**src/rtl/ddrctl1_requester_if.sv**
```systemverilog
// ddrctl1_requester_if: client request/response and DdrCtl1 instruction-port bundle.
// Rev 1.0 -- slave is the requester's view, master is the client/controller side.
`default_nettype none

interface ddrctl1_requester_if;
  logic        req_valid;
  logic        req_ready;
  logic        req_write;
  logic [31:0] req_addr;
  logic [31:0] req_data;
  logic        rsp_valid;
  logic [31:0] rsp_data;
  logic        err;
  logic [11:0] inst;
  logic        inst_en;
  logic [31:0] ctl_page;
  logic        ctl_ready;
  logic        ctl_locked;

  modport slave (
    input  req_valid, req_write, req_addr, req_data, ctl_page, ctl_ready, ctl_locked,
    output req_ready, rsp_valid, rsp_data, err, inst, inst_en
  );

  modport master (
    output req_valid, req_write, req_addr, req_data, ctl_page, ctl_ready, ctl_locked,
    input  req_ready, rsp_valid, rsp_data, err, inst, inst_en
  );
endinterface

`default_nettype wire

```
**src/rtl/ddrctl1_requester.sv**
```systemverilog
// ddrctl1_requester: serialises client word read/write requests into DdrCtl1 instructions.
// Rev 1.0 -- optional ADDR_CACHE_EN skips LA0..LA3 when the page address is unchanged.
`default_nettype none

`ifndef DdrCtl1_NOP
`define DdrCtl1_NOP 4'h0
`define DdrCtl1_LCK 4'h1
`define DdrCtl1_ULK 4'h2
`define DdrCtl1_LA0 4'h3
`define DdrCtl1_LA1 4'h4
`define DdrCtl1_LA2 4'h5
`define DdrCtl1_LA3 4'h6
`define DdrCtl1_LD0 4'h7
`define DdrCtl1_LD1 4'h8
`define DdrCtl1_LD2 4'h9
`define DdrCtl1_LD3 4'hA
`define DdrCtl1_WRP 4'hB
`define DdrCtl1_RDP 4'hC
`endif

module ddrctl1_requester #(
  parameter int TIMEOUT   = 1023,
  parameter int TIMEOUT_W = 10
) (
  input  wire logic          clk,
  input  wire logic          rst_n,
  ddrctl1_requester_if.slave bus
);

  localparam logic [3:0] S_IDLE    = 4'd0;
  localparam logic [3:0] S_LCK     = 4'd1;
  localparam logic [3:0] S_LA0     = 4'd2;
  localparam logic [3:0] S_LA1     = 4'd3;
  localparam logic [3:0] S_LA2     = 4'd4;
  localparam logic [3:0] S_LA3     = 4'd5;
  localparam logic [3:0] S_LD0     = 4'd6;
  localparam logic [3:0] S_LD1     = 4'd7;
  localparam logic [3:0] S_LD2     = 4'd8;
  localparam logic [3:0] S_LD3     = 4'd9;
  localparam logic [3:0] S_ULK     = 4'd10;
  localparam logic [3:0] S_ISSUE   = 4'd11;
  localparam logic [3:0] S_WAIT_LO = 4'd12;
  localparam logic [3:0] S_WAIT_HI = 4'd13;
  localparam logic [3:0] S_DONE    = 4'd14;

  localparam logic [TIMEOUT_W-1:0] c_TIMEOUT = TIMEOUT_W'(TIMEOUT);

  logic [3:0]           r_state;
  logic [TIMEOUT_W-1:0] r_cnt;
  logic                 r_write;
  logic [31:0]          r_addr;
  logic [31:0]          r_data;
  logic                 r_skip_la;
  logic                 r_req_ready;
  logic                 r_rsp_valid;
  logic [31:0]          r_rsp_data;
  logic                 r_err;
  logic [11:0]          r_inst;
  logic                 r_inst_en;

  logic [3:0]           w_next_state;
  logic                 w_accept;
  logic                 w_skip_la;
  logic                 w_cnt_hit;
  logic                 w_timeout;
  logic                 w_capture;
  logic                 w_in_wait;
  logic [3:0]           w_op;
  logic [7:0]           w_imm;
  logic                 w_inst_en_nxt;
  logic                 w_req_ready_nxt;
  logic                 w_rsp_valid_nxt;
  logic [31:0]          w_rsp_data_nxt;
  logic                 w_err_nxt;

  assign w_accept  = (r_state == S_IDLE) & r_req_ready & bus.req_valid;
  assign w_cnt_hit = (r_cnt == c_TIMEOUT);
  assign w_in_wait = (r_state == S_ISSUE) | (r_state == S_WAIT_LO) | (r_state == S_WAIT_HI);

`ifdef ADDR_CACHE_EN
  logic        r_cache_vld;
  logic [31:0] r_cache_addr;

  assign w_skip_la = r_cache_vld & (bus.req_addr == r_cache_addr);

  // The address is considered loaded once LA3 has been emitted.
  always_ff @(posedge clk or negedge rst_n) begin
    if (!rst_n) begin
      r_cache_vld  <= 1'b0;
      r_cache_addr <= 32'h0;
    end else if (w_timeout) begin
      r_cache_vld  <= 1'b0;
    end else if (r_state == S_LA3) begin
      r_cache_vld  <= 1'b1;
      r_cache_addr <= r_addr;
    end
  end
`else
  assign w_skip_la = 1'b0;
`endif

  // State register and timeout counter
  always_ff @(posedge clk or negedge rst_n) begin
    if (!rst_n) begin
      r_state <= S_IDLE;
      r_cnt   <= '0;
    end else begin
      r_state <= w_next_state;
      if (w_next_state != r_state)
        r_cnt <= '0;
      else if (w_in_wait)
        r_cnt <= r_cnt + TIMEOUT_W'(1);
    end
  end

  // Next-state logic
  always_comb begin
    w_next_state = r_state;
    w_timeout    = 1'b0;
    w_capture    = 1'b0;
    case (r_state)
      S_IDLE:    if (w_accept) w_next_state = S_LCK;
      S_LCK:     w_next_state = !r_skip_la ? S_LA0 : (r_write ? S_LD0 : S_ULK);
      S_LA0:     w_next_state = S_LA1;
      S_LA1:     w_next_state = S_LA2;
      S_LA2:     w_next_state = S_LA3;
      S_LA3:     w_next_state = r_write ? S_LD0 : S_ULK;
      S_LD0:     w_next_state = S_LD1;
      S_LD1:     w_next_state = S_LD2;
      S_LD2:     w_next_state = S_LD3;
      S_LD3:     w_next_state = S_ULK;
      S_ULK:     w_next_state = S_ISSUE;
      // r_inst_en here means WRP/RDP is on the bus this cycle.
      S_ISSUE: begin
        if (r_inst_en) begin
          w_next_state = S_WAIT_LO;
        end else if (w_cnt_hit) begin
          w_next_state = S_DONE;
          w_timeout    = 1'b1;
        end
      end
      S_WAIT_LO: begin
        if (!bus.ctl_ready) begin
          w_next_state = S_WAIT_HI;
        end else if (w_cnt_hit) begin
          w_next_state = S_DONE;
          w_timeout    = 1'b1;
        end
      end
      S_WAIT_HI: begin
        if (bus.ctl_ready) begin
          w_next_state = S_DONE;
          w_capture    = ~r_write;
        end else if (w_cnt_hit) begin
          w_next_state = S_DONE;
          w_timeout    = 1'b1;
        end
      end
      S_DONE:    w_next_state = S_IDLE;
      default:   w_next_state = S_IDLE;
    endcase
  end

  // Output logic: next-cycle values of the registered outputs
  always_comb begin
    w_op          = `DdrCtl1_NOP;
    w_imm         = 8'h00;
    w_inst_en_nxt = 1'b0;
    case (w_next_state)
      S_LCK:   begin w_op = `DdrCtl1_LCK; w_inst_en_nxt = 1'b1; end
      S_LA0:   begin w_op = `DdrCtl1_LA0; w_imm = r_addr[7:0];   w_inst_en_nxt = 1'b1; end
      S_LA1:   begin w_op = `DdrCtl1_LA1; w_imm = r_addr[15:8];  w_inst_en_nxt = 1'b1; end
      S_LA2:   begin w_op = `DdrCtl1_LA2; w_imm = r_addr[23:16]; w_inst_en_nxt = 1'b1; end
      S_LA3:   begin w_op = `DdrCtl1_LA3; w_imm = r_addr[31:24]; w_inst_en_nxt = 1'b1; end
      S_LD0:   begin w_op = `DdrCtl1_LD0; w_imm = r_data[7:0];   w_inst_en_nxt = 1'b1; end
      S_LD1:   begin w_op = `DdrCtl1_LD1; w_imm = r_data[15:8];  w_inst_en_nxt = 1'b1; end
      S_LD2:   begin w_op = `DdrCtl1_LD2; w_imm = r_data[23:16]; w_inst_en_nxt = 1'b1; end
      S_LD3:   begin w_op = `DdrCtl1_LD3; w_imm = r_data[31:24]; w_inst_en_nxt = 1'b1; end
      S_ULK:   begin w_op = `DdrCtl1_ULK; w_inst_en_nxt = 1'b1; end
      S_ISSUE: begin
        if (bus.ctl_ready) begin
          w_op          = r_write ? `DdrCtl1_WRP : `DdrCtl1_RDP;
          w_inst_en_nxt = 1'b1;
        end
      end
      default: ;
    endcase
    w_req_ready_nxt = (w_next_state == S_IDLE) & bus.ctl_ready;
    w_rsp_valid_nxt = (w_next_state == S_DONE);
    w_rsp_data_nxt  = w_capture ? bus.ctl_page : r_rsp_data;
    w_err_nxt       = r_err | w_timeout;
  end

  always_ff @(posedge clk or negedge rst_n) begin
    if (!rst_n) begin
      r_write     <= 1'b0;
      r_addr      <= 32'h0;
      r_data      <= 32'h0;
      r_skip_la   <= 1'b0;
      r_req_ready <= 1'b0;
      r_rsp_valid <= 1'b0;
      r_rsp_data  <= 32'h0;
      r_err       <= 1'b0;
      r_inst      <= {`DdrCtl1_NOP, 8'h00};
      r_inst_en   <= 1'b0;
    end else begin
      if (w_accept) begin
        r_write   <= bus.req_write;
        r_addr    <= bus.req_addr;
        r_data    <= bus.req_data;
        r_skip_la <= w_skip_la;
      end
      r_req_ready <= w_req_ready_nxt;
      r_rsp_valid <= w_rsp_valid_nxt;
      r_rsp_data  <= w_rsp_data_nxt;
      r_err       <= w_err_nxt;
      r_inst      <= {w_op, w_imm};
      r_inst_en   <= w_inst_en_nxt;
    end
  end

  assign bus.req_ready = r_req_ready;
  assign bus.rsp_valid = r_rsp_valid;
  assign bus.rsp_data  = r_rsp_data;
  assign bus.err       = r_err;
  assign bus.inst      = r_inst;
  assign bus.inst_en   = r_inst_en;

endmodule

`default_nettype wire

```
**src/flat_wrapper.sv**
```systemverilog
// flat-port wrapper written by rule: the top's interface ports become plain ports
module ddrctl1_requester_flat 
#(
  parameter int TIMEOUT   = 1023,
  parameter int TIMEOUT_W = 10
)
  (clk, rst_n, bus_req_valid, bus_req_write, bus_req_addr, bus_req_data, bus_ctl_page, bus_ctl_ready, bus_ctl_locked, bus_req_ready, bus_rsp_valid, bus_rsp_data, bus_err, bus_inst, bus_inst_en);
  ddrctl1_requester_if bus_i ();
  input  wire logic clk;
  input  wire logic rst_n;
  input wire logic [$bits(bus_i.req_valid)-1:0] bus_req_valid;
  input wire logic [$bits(bus_i.req_write)-1:0] bus_req_write;
  input wire logic [$bits(bus_i.req_addr)-1:0] bus_req_addr;
  input wire logic [$bits(bus_i.req_data)-1:0] bus_req_data;
  input wire logic [$bits(bus_i.ctl_page)-1:0] bus_ctl_page;
  input wire logic [$bits(bus_i.ctl_ready)-1:0] bus_ctl_ready;
  input wire logic [$bits(bus_i.ctl_locked)-1:0] bus_ctl_locked;
  output wire logic [$bits(bus_i.req_ready)-1:0] bus_req_ready;
  output wire logic [$bits(bus_i.rsp_valid)-1:0] bus_rsp_valid;
  output wire logic [$bits(bus_i.rsp_data)-1:0] bus_rsp_data;
  output wire logic [$bits(bus_i.err)-1:0] bus_err;
  output wire logic [$bits(bus_i.inst)-1:0] bus_inst;
  output wire logic [$bits(bus_i.inst_en)-1:0] bus_inst_en;
  assign bus_i.req_valid = bus_req_valid;
  assign bus_i.req_write = bus_req_write;
  assign bus_i.req_addr = bus_req_addr;
  assign bus_i.req_data = bus_req_data;
  assign bus_i.ctl_page = bus_ctl_page;
  assign bus_i.ctl_ready = bus_ctl_ready;
  assign bus_i.ctl_locked = bus_ctl_locked;
  assign bus_req_ready = bus_i.req_ready;
  assign bus_rsp_valid = bus_i.rsp_valid;
  assign bus_rsp_data = bus_i.rsp_data;
  assign bus_err = bus_i.err;
  assign bus_inst = bus_i.inst;
  assign bus_inst_en = bus_i.inst_en;
  ddrctl1_requester #(.TIMEOUT(TIMEOUT), .TIMEOUT_W(TIMEOUT_W)) u_core (.clk(clk), .rst_n(rst_n), .bus(bus_i));
endmodule
```
**config.mk**
```make
export PLATFORM = sky130hd
export DESIGN_NAME = ddrctl1_requester_flat
export DESIGN_NICKNAME = d
export VERILOG_FILES = /design/src/rtl/ddrctl1_requester_if.sv /design/src/rtl/ddrctl1_requester.sv /design/src/flat_wrapper.sv
export SDC_FILE = /design/constraint.sdc
export NUM_CORES = 1
export LEC_CHECK = 0
export CORE_MARGIN = 1
export CORE_UTILIZATION = 40
export CTS_BUF_LIST = sky130_fd_sc_hd__clkbuf_4 sky130_fd_sc_hd__clkbuf_8
export CTS_CLUSTER_SIZE = 14
export DETAILED_ROUTE_END_ITERATION = 12
export PLACE_DENSITY = 0.68
export SYNTH_ARGS = -nofsm -noshare
export SYNTH_HDL_FRONTEND = slang
export SYNTH_SLANG_ARGS = --single-unit
```
**constraint.sdc**
```tcl
create_clock -name clk -period 5.2 [get_ports clk]
set_input_delay 1.04 -clock clk [delete_from_list [all_inputs] [get_ports clk]]
set_output_delay 1.04 -clock clk [all_outputs]
set_load 0.05 [all_outputs]
```
== After elaboration in Yosys (flattened, before gate mapping) ==
Index checks and enable logic that the tools add are counted.

* Div/mod/pow operators: 0
* Multiply operators: 0
* Shifts and indexed selects: 0
* Muxes and demuxes: 22
* $lt $le $gt $ge: 0
* Equality and inequality tests: 27
* Reduce and logical (&&, ||, !) cells: 4
* Bitwise gates (word level): 7
* Add/subtract/negate cells: 1

{| class="wikitable"
|+ Operators with widths
! cell !! count
|-
| $pmux 8 s8 || 1
|-
| $pmux 4 s14 || 1
|-
| $eq 4x4->1 const B || 11
|-
| $pmux 4 s11 || 1
|-
| $eq 4x3->1 const B || 8
|-
| $mux 4 || 7
|-
| $mux 10 || 2
|-
| $eq 4x2->1 const B || 4
|-
| $add 10x1->10 const B || 1
|-
| $eq 10x10->1 const B || 1
|-
| $reduce_or 10->1 || 1
|-
| $eq 4x1->1 const B || 2
|-
| $logic_not 4->1 || 2
|-
| $mux 1 || 7
|-
| $ne 4x4->1 || 1
|-
| $and 1x1->1 || 3
|-
| $mux 3 || 1
|-
| $or 1x1->1 || 3
|-
| $pmux 1 s3 || 1
|-
| $pmux 1 s2 || 1
|-
| $reduce_bool 2->1 || 1
|-
| $not 1->1 || 1
|}

* Bits in latches: 0
* Word-level logic and storage cells: 72
* Bits in writable memories: 0
* Bits of input ports: 102
* Register bits after elaboration: 127
* Memories: 0
* ROM bits: 0

== Depth between registers and ports, before layout ==
* Word-level depth: 8
* Mapped depth: 8
* Gate-level depth less buffers: 7

== Least setup slack after synthesis ==
Ideal clock, no wire load.

* Path kind: input port to flip-flop
* From: in bus_ctl_ready
* To: reg u_core.r_req_ready, in the netlist u_core.bus.req_ready
* Arrival: 2.382 ns
* Path slack: 2.752 ns
* Stages on the path: 7
* Buffers on the path: 1
* Required time: 5.134 ns
* Cells stage by stage: buf_2 and4b_1 a211o_1 a32oi_2 inv_1 nor4_2 and2_1

* Word-level cells in the longest chain between the ends: 4

{| class="wikitable"
|+ RTL lines
! what !! RTL line !! RTL
|-
| start: declaration || flat_wrapper.sv:16 || <nowiki>input wire logic [$bits(bus_i.ctl_ready)-1:0] bus_ctl_ready;</nowiki>
|-
| $mux 4 (on tied branches) || ddrctl1_requester.sv:151, ddrctl1_requester.sv:143 ||
|-
| $pmux 4 s14 (*) || ddrctl1_requester.sv:121 || <nowiki>case (r_state)</nowiki>
|-
| net u_core.w_next_state[1] || ddrctl1_requester.sv:61 || <nowiki>logic [3:0] w_next_state;</nowiki>
|-
| $logic_not 4->1 (*) || ddrctl1_requester.sv:188 || <nowiki>w_req_ready_nxt = (w_next_state == S_IDLE) & bus.ctl_ready;</nowiki>
|-
| $and 1x1->1 (*) || ddrctl1_requester.sv:188 ||
|-
| net u_core.w_req_ready_nxt || ddrctl1_requester.sv:71 || <nowiki>logic w_req_ready_nxt;</nowiki>
|-
| end signal: assignment || ddrctl1_requester.sv:213 || <nowiki>r_req_ready <= w_req_ready_nxt;</nowiki>
|-
| end: declaration || ddrctl1_requester.sv:54 || <nowiki>logic r_req_ready;</nowiki>
|}

The timed path passes the listed nets; every way through them passes the cells marked *.
A chain may end at the register's enable or synchronous reset.

== Final worst setup path ==
* From: in bus_ctl_ready
* To: reg u_core.r_cnt[3]

* Word-level cells in the longest chain between the ends: 4

{| class="wikitable"
|+ RTL lines
! what !! RTL line !! RTL
|-
| $mux 4 (on tied branches) || ddrctl1_requester.sv:151, ddrctl1_requester.sv:143 ||
|-
| $pmux 4 s14 (*) || ddrctl1_requester.sv:121 ||
|-
| $ne 4x4->1 (*) || ddrctl1_requester.sv:109 || <nowiki>if (w_next_state != r_state)</nowiki>
|-
| $mux 10 or $reduce_bool 2->1 (tied branches) || n/a ||
|-
| end signal: assignment || ddrctl1_requester.sv:112 || <nowiki>r_cnt <= r_cnt + TIMEOUT_W'(1);</nowiki>
|-
| end: declaration || ddrctl1_requester.sv:49 || <nowiki>logic [TIMEOUT_W-1:0] r_cnt;</nowiki>
|}

Mark *: on every way between the ends. The rest lies on a longest branch, timed or not.

==> flow_summary.ini <==
[timing]
rsz0062_at_grt = false
worst_pin_slew_ps = 1033
final_hold_viol_count = 0
tns_ps = 0
min_period_ps = 2790
setup_violations = 0
period_share = 0.5366
max_freq_mhz = 358.4
slew_viol_final = 0
fin_ws_ps = 2410
slew_headroom = 0.3115
finClkSkew_ps = 9.439
whs_ps = 410.7

[clock_network]
clk_latency_ps = 430
cts_resized = 0
cts_buffer_depth = 2
clock_sinks = 127
h-tree-depth = 4
holdBufCountCts = 0
cts_buffers = 17
cts_tree = yes
clkTransAtPathRegs_ps = 70
postCtsSetupRepairBufs = 0
cts-root-buf = clkbuf_8

[layout]
stdcell_count = 761
antenna_cells = 0
area_growth_pct = 35.62
final_net_count = 675
layout-drive-gt1-share = 0.2496
fillers = 1135

[grt]
grt_usage = 0.1783
antenna_found_initial = 0
grt_overflow = 0
grt_pass1_wl_mm = 19.75
grt_max_degree = 65
grt_pass1_vias = 4024

[pwr]
p_seq_frac = 0.387
p_int_mw = 2.530
cellLeakagePower_nw = 3.421
comb_power_share = 0.424
swShare = 0.3875
p_per_area_nw_per_um2 = 544.0
pwr-share-clk = 0.189
vdd_ir_drop_max_uv = 244.5
p_switching_mw = 1.601

[floorplan]
initial_core_util = 0.4162
fp.coreArea_um2 = 13450
pin_count = 150
die_h_um = 120.3
die_x_um = 120.3
fp-row-count = 42
dieArea_um2 = 14470

[yosys]
synth_largest_area_cell = dfrtp_1
ys_seq_elements = 127
ys.warnings.count = 0
yosysSeqAreaShare = 0.5676
synth.area.top_cells = dfrtp_1 (57%), mux2_2 (19%), mux2i_1 (2.0%), nor2_1 (1.4%), buf_2 (1.3%)
netlist_instances = 425
syn_avg_cell_area_um2 = 13.17
synth.net_count = 528
synthArstFlopShare = 1.000
synth.distinct_cells = 59
yosysTopAreaCellShare = 0.5676
synthTopCellsByCount = dfrtp_1 (127), mux2_2 (94), nor2_1 (21)
ys.flop_type = dfrtp_1
yosysMostFrequentCell = dfrtp_1
synth_edf_count = 0
netlist_area_um2 = 5599

[drt]
viasPerCell = 5.129
wirelength_mm = 12.27
route.met3.wl_mm = 1.288
vias = 3903
dr.pass1.iters = 5
topRoutingLayerUsed = met4
drc = 0
met1_length_mm = 5.174
wl_per_cell_um = 16.13
met2WireLength_mm = 5.618
first_iter_violations = 238
postRouteAntennaNets = 0

[worst_setup_path]
cp-end-kind = flop
required_ps = 5480
start_kind = input port
crit_chain = clkdlybuf4s50_1, o211ai_1, o311ai_1, and3_1, o221ai_1, nor2_1
critPathMaxFanout = 10
critPathKind = input port to flop
path_delay_family = compound AO/OA/AOI/OAI gates
arrival_ps = 3070
cpPeakStageDelay_ps = 650
slowest_stage = o221ai_1
cp_num_buf_inv = 1

[hold_path]
worstHoldPathType = input port to asynchronous set/reset pin

[job]
maxCapViolCount = 0

[placed_design]
dp_cells = 729
gp_congestion = 0.8082
io_buffers = 148
dp_hpwl_mm = 8.629
dp_slack_ps = 1974

[status]
status = finished, final reports clean
metal layers:
metal  vias to the layer above  GRT usage
li1                       1834          -
met2                       163     0.2787
met4                         0    0.06559
met5                         -   0.007353
met3                        14    0.07830
met1                      1892     0.2172
cell type report:
type	count	area (um2)	share of cell area
Timing Repair Buffer	155	1531	0.2017
Clock inverter	5	27.53	0.003625
Clock buffer	27	346.6	0.04564
Inverter	3	11.26	0.001483
Tap cell	176	220.2	0.02900
Sequential cell	127	3178	0.4185
Multi-Input combinational cell	268	2278	0.3001
state kept, by name, summed over array words and instances, names as in the netlist, 4 cells and up:
signal,count
u_core.r_addr,32
u_core.bus.rsp_data,32
u_core.r_data,32
u_core.bus.inst,12
u_core.r_state,4
u_core.r_cnt,10
through the flow:
stage / utilization / total power [mW] / area (um2)
CTS: 0.5645 / 4.172 / 7594
global placement: 0.5366 / 3.329 / 7219
global route: 0.5645 / 4.372 / 7594
finish: 0.5645 / 4.131 / 7594
floorplan: - / 2.797 / 5599
detailed placement: 0.5366 / 3.377 / 7219
layout by cell type (no fill, tap or decap), types with 5 or more instances in the layout:
cell type	instances
nor2b_1	7
mux2i_1	11
o22ai_1	7
buf_4	8
nand2_1	18
a222oi_1	5
nand2b_1	5
xor2_1	6
clkbuf_8	23
dfrtp_1	127
a21oi_1	13
mux2_2	94
nor2_1	21
and2_1	6
clkdlybuf4s50_1	147
cells by family (layout without fill, tap and decap cells):
logic type                 after synthesis  in the layout  synth area share
AOI/OAI and AO/OA                       67             67           0.09095
muxes                                  108            108            0.2147
adders and majority gates                1              1          0.002234
buffers and inverters                   30            190           0.02548
and+or+nand+nor                         83             83           0.08492
xor gates and xnor gates                 9              9           0.01408
DFF                                    127            127            0.5676
worst paths after layout:
check	from	to	slack, ps	cells after the start
min in group clk	u_core.bus.err	u_core.bus.err	480	1
max	bus_ctl_ready	u_core.r_cnt[3]	2410	6
min	rst_n	u_core.bus.rsp_data[6]	410	1
max in group asynchronous	rst_n	u_core.r_data[7]	3820	2
max reg2reg	u_core.r_state[0]	u_core.r_addr[2]	2420	5
min reg2reg	u_core.bus.err	u_core.bus.err	480	1
power groups by stage:
stage               sequential, mW  combinational, mW  clock [mW]
global route                  1.65               1.87       0.853
floorplan                     2.00              0.798           0
CTS                           1.60               1.76       0.809
global placement              1.60               1.73           0
finish                        1.60               1.75       0.781
detailed placement            1.62               1.76           0
No activity file was read; power rests on OpenSTA's default activity.
==> edit 1, RTL diff (same settings) <==
`TIMEOUT_W` is set to 10 in 2 places; all go to 5.
--- a/src/rtl/ddrctl1_requester.sv
+++ b/src/rtl/ddrctl1_requester.sv
@@ -22,3 +22,3 @@
   parameter int TIMEOUT   = 1023,
-  parameter int TIMEOUT_W = 10
+  parameter int TIMEOUT_W = 5
 ) (
--- a/src/flat_wrapper.sv
+++ b/src/flat_wrapper.sv
@@ -4,3 +4,3 @@
   parameter int TIMEOUT   = 1023,
-  parameter int TIMEOUT_W = 10
+  parameter int TIMEOUT_W = 5
 )
Check against the original RTL: same outputs for any inputs over 10 cycles, from zero or initial values and one cycle with rst_n low; that may be too few to reach the edited logic, so the function may still have changed.
==> edit 1 against the original RTL <==
Wire length increased by 3.9%; worst setup slack got worse by 18 ps; register-to-register slack improved by 150 ps; cell area decreased by 2.9%; clock skew about the same; combinational power about the same; synthesized area decreased by 4.2%; worst hold slack improved by 13 ps; power increased by 0.64%; count of clock-buffer cells in the layout decreased by 7; sequential cell count decreased by 5; synthesized cell count increased by 26%; critical path type is now register to output pin; largest power group unchanged.
==> edit 1: results (changes against the original RTL) <==
| Metric | Value |
|---|---|
| TritonRoute pass-1 iters | `4 (was 5)` |
| Total setup buffers inserted after CTS | `0 (unchanged)` |
| Worst R2R Setup Slack | `2570 ps (was 2420 ps)` |
| Synth warn | `0 (unchanged)` |
| Lkg Pwr | `3.531 nW (was 3.421 nW)` |
| Post-Syn Nets | `638 (was 528)` |
| Top delay family on crit path | `buffers and inverters (was compound AO/OA/AOI/OAI gates)` |
| 1st-iter DRT viols | `230 (was 238)` |
| Hold crit path type | `input pin to asynchronous set/reset pin (unchanged)` |
| Vias | `4281 (was 3903)` |
| Final wirelength | `12.75 mm (was 12.27 mm)` |
| Final clock skew | `8.971 ps (was 9.439 ps)` |
| Hpwl dp | `8.973 mm (was 8.629 mm)` |
| Fraction of layout cells with a size suffix above 1 | `0.1208 (was 0.2496)` |
| CTS root buf | `clkbuf_8 (unchanged)` |
| GRT Util Overall | `0.1942 (was 0.1783)` |
| Maximum VDD drop | `0.0001863 V (was 0.0002445 V)` |
| Initial antenna violation count | `0 (unchanged)` |
| Fillers | `1137 (was 1135)` |
| Sequential fraction of the synthesis area | `0.5693 (was 0.5676)` |
| Gpl congestion | `0.8310 (was 0.8082)` |
| Slew margin rel. | `0.2943 (was 0.3115)` |
| Largest cells by area after synthesis | `dfrtp_1 (57%), nand2_1 (14%), mux2_2 (6.7%) (was dfrtp_1 (57%), mux2_2 (19%), mux2i_1 (2.0%))` |
| Pin count of the biggest net entering global routing | `66 (was 65)` |
| R2r startpoint | `u_core.r_state[1]$_DFF_PN0_ (was u_core.r_state[0]$_DFF_PN0_)` |
| Nets@finish | `778 (was 675)` |
| Crit path max-delay cell type | `clkdlybuf4s50_1 (was o221ai_1)` |
| Data arrival, critical path | `1770 ps (was 3070 ps)` |
| First-pass GRT wire length | `21.31 mm (was 19.75 mm)` |
| Switching Share | `0.4009 (was 0.3875)` |
| Commonest cells in the netlist | `nand2_1 (207), dfrtp_1 (122), mux2_2 (32), clkbuf_1 (17), nor2_1 (13) (was dfrtp_1 (127), mux2_2 (94), nor2_1 (21), nand2_1 (18), buf_2 (15))` |
| CP endpoint | `bus_inst_en (was u_core.r_cnt[3]$_DFFE_PN0P_)` |
| Crit-path max cell delay | `870 ps (was 650 ps)` |
| CP max FO | `7 (was 10)` |
| Reg2Reg Capture Point | `u_core.r_data[17]$_DFFE_PN0P_ (was u_core.r_addr[2]$_DFFE_PN0P_)` |
| Library cells used by synthesis | `60 (was 59)` |
| Beginning of the critical path | `u_core.bus.inst_en$_DFF_PN0_ (was bus_ctl_ready)` |
| Run status | `finished clean (unchanged)` |
edit 1: cell count changes after synthesis, moves of 6 or more:
cell	before	now
o22ai_1	7	1
mux2_2	94	32
clkbuf_1	7	17
nor3_1	4	12
a221oi_1	0	12
nor2_1	21	13
nand2_1	18	207
edit 1: final cells by class:
class | instances | share of cell area
sequential | 122 | 0.4138
multi-input combinational | 374 | 0.2882
timing repair buffer | 154 | 0.2066
clock buffer | 20 | 0.03647
tap | 172 | 0.02917
clock inverter | 12 | 0.02324
inverter | 5 | 0.002544
edit 1: layer usage:
layer	global-route usage	vias up	part of all wire
li1	-	2077	-
met1	0.2593	2048	0.46
met2	0.3118	144	0.48
met3	0.04797	12	0.048
met4	0.05769	0	0.012
met5	0	-	0
edit 1: logic make-up after synthesis:
| kind of cell | share of synthesized area |
|---|---|
| AND/OR/NAND/NOR | 0.2102 |
| flip-flops | 0.5693 |
| AO/OA/AOI/OAI | 0.09450 |
| multiplexers | 0.08026 |
| buffers and inverters | 0.03453 |
| XOR/XNOR | 0.006534 |
| adder cells (fa/ha/maj) | 0.004666 |
edit 1: power by group through the flow:
stage               Clock [mW]  Sequential [mW]  Combinational (mW)
floorplan                    0             1.95               0.745
global placement             0             1.49                1.73
detailed placement           0             1.51                1.75
CTS                      0.941             1.49                1.76
global route             0.984             1.54                1.87
finish                   0.917             1.49                1.75
edit 1: how the worst min path moves through the flow:
stage	start	end	slack, ps	depth (start not counted)
2_1_floorplan	u_core.r_data[18]$_DFFE_PN0P_	u_core.r_data[18]$_DFFE_PN0P_	440	2
3_3_place_gp	u_core.r_data[6]$_DFFE_PN0P_	u_core.r_data[6]$_DFFE_PN0P_	460	2
3_5_place_dp	u_core.r_addr[3]$_DFFE_PN0P_	u_core.r_addr[3]$_DFFE_PN0P_	460	2
4_1_cts	rst_n	u_core.bus.rsp_data[23]$_DFFE_PN0P_	400	1
5_1_grt	rst_n	u_core.bus.rsp_data[22]$_DFFE_PN0P_	400	1
6_report	rst_n	u_core.bus.rsp_data[28]$_DFFE_PN0P_	420	1
edit 1: per-stage QoR:
stage	area, um2	worst slack [ps]	cells	hold slack, ps	utilization
floorplan	5363	2793	534	438.1	-
global placement	6937	2101	827	459.7	0.5409
detailed placement	6937	2067	827	461.5	0.5409
CTS	7377	2333	859	400.2	0.5752
global route	7377	2298	859	400.6	0.5752
finish	7377	2392	859	423.3	0.5752
==> edit 2, RTL diff (same settings) <==
Made on the original files. Take the reset off `r_rsp_data` and load it in a clocked block of its own.
--- a/src/rtl/ddrctl1_requester.sv
+++ b/src/rtl/ddrctl1_requester.sv
@@ -201,3 +201,2 @@
       r_rsp_valid <= 1'b0;
-      r_rsp_data  <= 32'h0;
       r_err       <= 1'b0;
@@ -214,3 +213,2 @@
       r_rsp_valid <= w_rsp_valid_nxt;
-      r_rsp_data  <= w_rsp_data_nxt;
       r_err       <= w_err_nxt;
@@ -219,2 +217,6 @@
     end
+  end
+
+  always_ff @(posedge clk) begin
+    r_rsp_data <= w_rsp_data_nxt;
   end
Behaviour: no difference found for any inputs over 10 cycles, from zero or initial values and one cycle with rst_n low; that may be too few to reach the edited logic, so the function may still have changed.
==> edit 2 against the original RTL <==
Clock skew increased by 3.4 ps; synthesized area decreased by 3.1%; power decreased by 19%; die area decreased by 3.0%; wire length increased by 12%; sequential cell count unchanged; register-to-register slack improved by 200 ps; cell area decreased by 2.2%; worst setup slack improved by 110 ps; clock power increased by 2.8%; critical path depth decreased by 5; largest power group is now sequential cells.
==> edit 2: results (changes against the original RTL) <==
| Metric | Value |
|---|---|
| Run status | `finished clean (unchanged)` |
| Setup WS pre-CTS | `2145 ps (was 1974 ps)` |
| Vias in the first global route | `4405 (was 4024)` |
| Ys async rst share | `0.7480 (was 1.000)` |
| GRT Util Overall | `0.2087 (was 0.1783)` |
| 1st-iter DRT viols | `261 (was 238)` |
| Slew margin rel. | `0.2835 (was 0.3115)` |
| Hold crit path type | `register to register (was input pin to asynchronous set/reset pin)` |
| Library cells used by synthesis | `58 (was 59)` |
| Largest cells by area after synthesis | `dfrtp_1 (44%), edfxtp_1 (18%), nand2_1 (15%) (was dfrtp_1 (57%), mux2_2 (19%), mux2i_1 (2.0%))` |
| Nets@finish | `779 (was 675)` |
| Crit share post-route | `0.5158 (was 0.5366)` |
| Placed Area | `0.007037 mm2 (was 0.007219 mm2)` |
| DR WL/cell | `15.85 um (was 16.13 um)` |
| CP max FO | `3 (was 10)` |
| Crit-path max cell delay | `830 ps (was 650 ps)` |
| R2r startpoint | `u_core.r_state[2]$_DFF_PN0_ (was u_core.r_state[0]$_DFF_PN0_)` |
| Reg2Reg Capture Point | `u_core.r_cnt[9]$_DFFE_PN0P_ (was u_core.r_addr[2]$_DFFE_PN0P_)` |
| Gpl congestion | `0.8220 (was 0.8082)` |
| Pin count of the biggest net entering global routing | `66 (was 65)` |
| Data arrival, critical path | `1640 ps (was 3070 ps)` |
| Final clock skew | `12.87 ps (was 9.439 ps)` |
| Crit path max-delay cell type | `clkdlybuf4s50_1 (was o221ai_1)` |
| Worst R2R Setup Slack | `2620 ps (was 2420 ps)` |
| Sequential fraction of the synthesis area | `0.6152 (was 0.5676)` |
| Commonest cells in the netlist | `nand2_1 (214), dfrtp_1 (95), edfxtp_1 (32), nor2_1 (27), clkbuf_1 (13) (was dfrtp_1 (127), mux2_2 (94), nor2_1 (21), nand2_1 (18), buf_2 (15))` |
[edit 2: worst min-delay path by stage]
| stage | start | to | cells after the start |
|---|---|---|---|
| final | u_core.r_addr[14]$_DFFE_PN0P_ | u_core.r_addr[14]$_DFFE_PN0P_ | 2 |
| after global routing | u_core.r_data[31]$_DFFE_PN0P_ | u_core.r_data[31]$_DFFE_PN0P_ | 2 |
| after CTS | u_core.r_addr[30]$_DFFE_PN0P_ | u_core.r_addr[30]$_DFFE_PN0P_ | 2 |
| after detailed placement | u_core.r_data[28]$_DFFE_PN0P_ | u_core.r_data[28]$_DFFE_PN0P_ | 2 |
| after global placement | u_core.r_addr[12]$_DFFE_PN0P_ | u_core.r_addr[12]$_DFFE_PN0P_ | 2 |
| after floorplan | u_core.r_data[28]$_DFFE_PN0P_ | u_core.r_data[28]$_DFFE_PN0P_ | 2 |
[edit 2: kinds of logic (layout without fill, tap and decap cells)]
| family | after synthesis | in the layout | synth area share |
|---|---|---|---|
| AO/OA/AOI/OAI | 64 | 64 | 0.09684 |
| XOR/XNOR | 10 | 10 | 0.01614 |
| adder cells (fa/ha/maj) | 1 | 1 | 0.002305 |
| buffers and inverters | 36 | 191 | 0.02928 |
| flip-flops | 127 | 127 | 0.6152 |
| multiplexers | 8 | 8 | 0.01637 |
| AND/OR/NAND/NOR | 288 | 288 | 0.2239 |
[edit 2: area by class of cell]
cell class              instances  area, um2
clock buffers                  28      360.3
clock inverters                 4      26.28
inverters                       5      18.77
multi-input cells             371       1936
fillers                      1184       5819
well taps                     176      220.2
repair buffers                154       1524
flip-flops and latches        127       3338
[edit 2: layer usage]
metal,up-vias,global-route usage,share of wire,wire [um]
li1,2095,-,-,-
met1,2115,0.2805,0.44,6081
met2,184,0.3287,0.47,6499
met3,17,0.05743,0.069,946
met4,0,0.06566,0.013,179
met5,-,0,0,0
[edit 2: power by group]
| group | switching [mW] | total [mW] | internal, mW |
|---|---|---|---|
| combinational | 0.655 | 1.08 | 0.424 |
| sequential | 0.196 | 1.48 | 1.28 |
| clock | 0.363 | 0.803 | 0.440 |
[edit 2: metrics by stage]
stage / instances / power [mW]
final: 865 / 3.361
after global routing: 865 / 3.562
after CTS: 865 / 3.379
after detailed placement: 833 / 2.566
after global placement: 833 / 2.532
after floorplan: 534 / 2.193
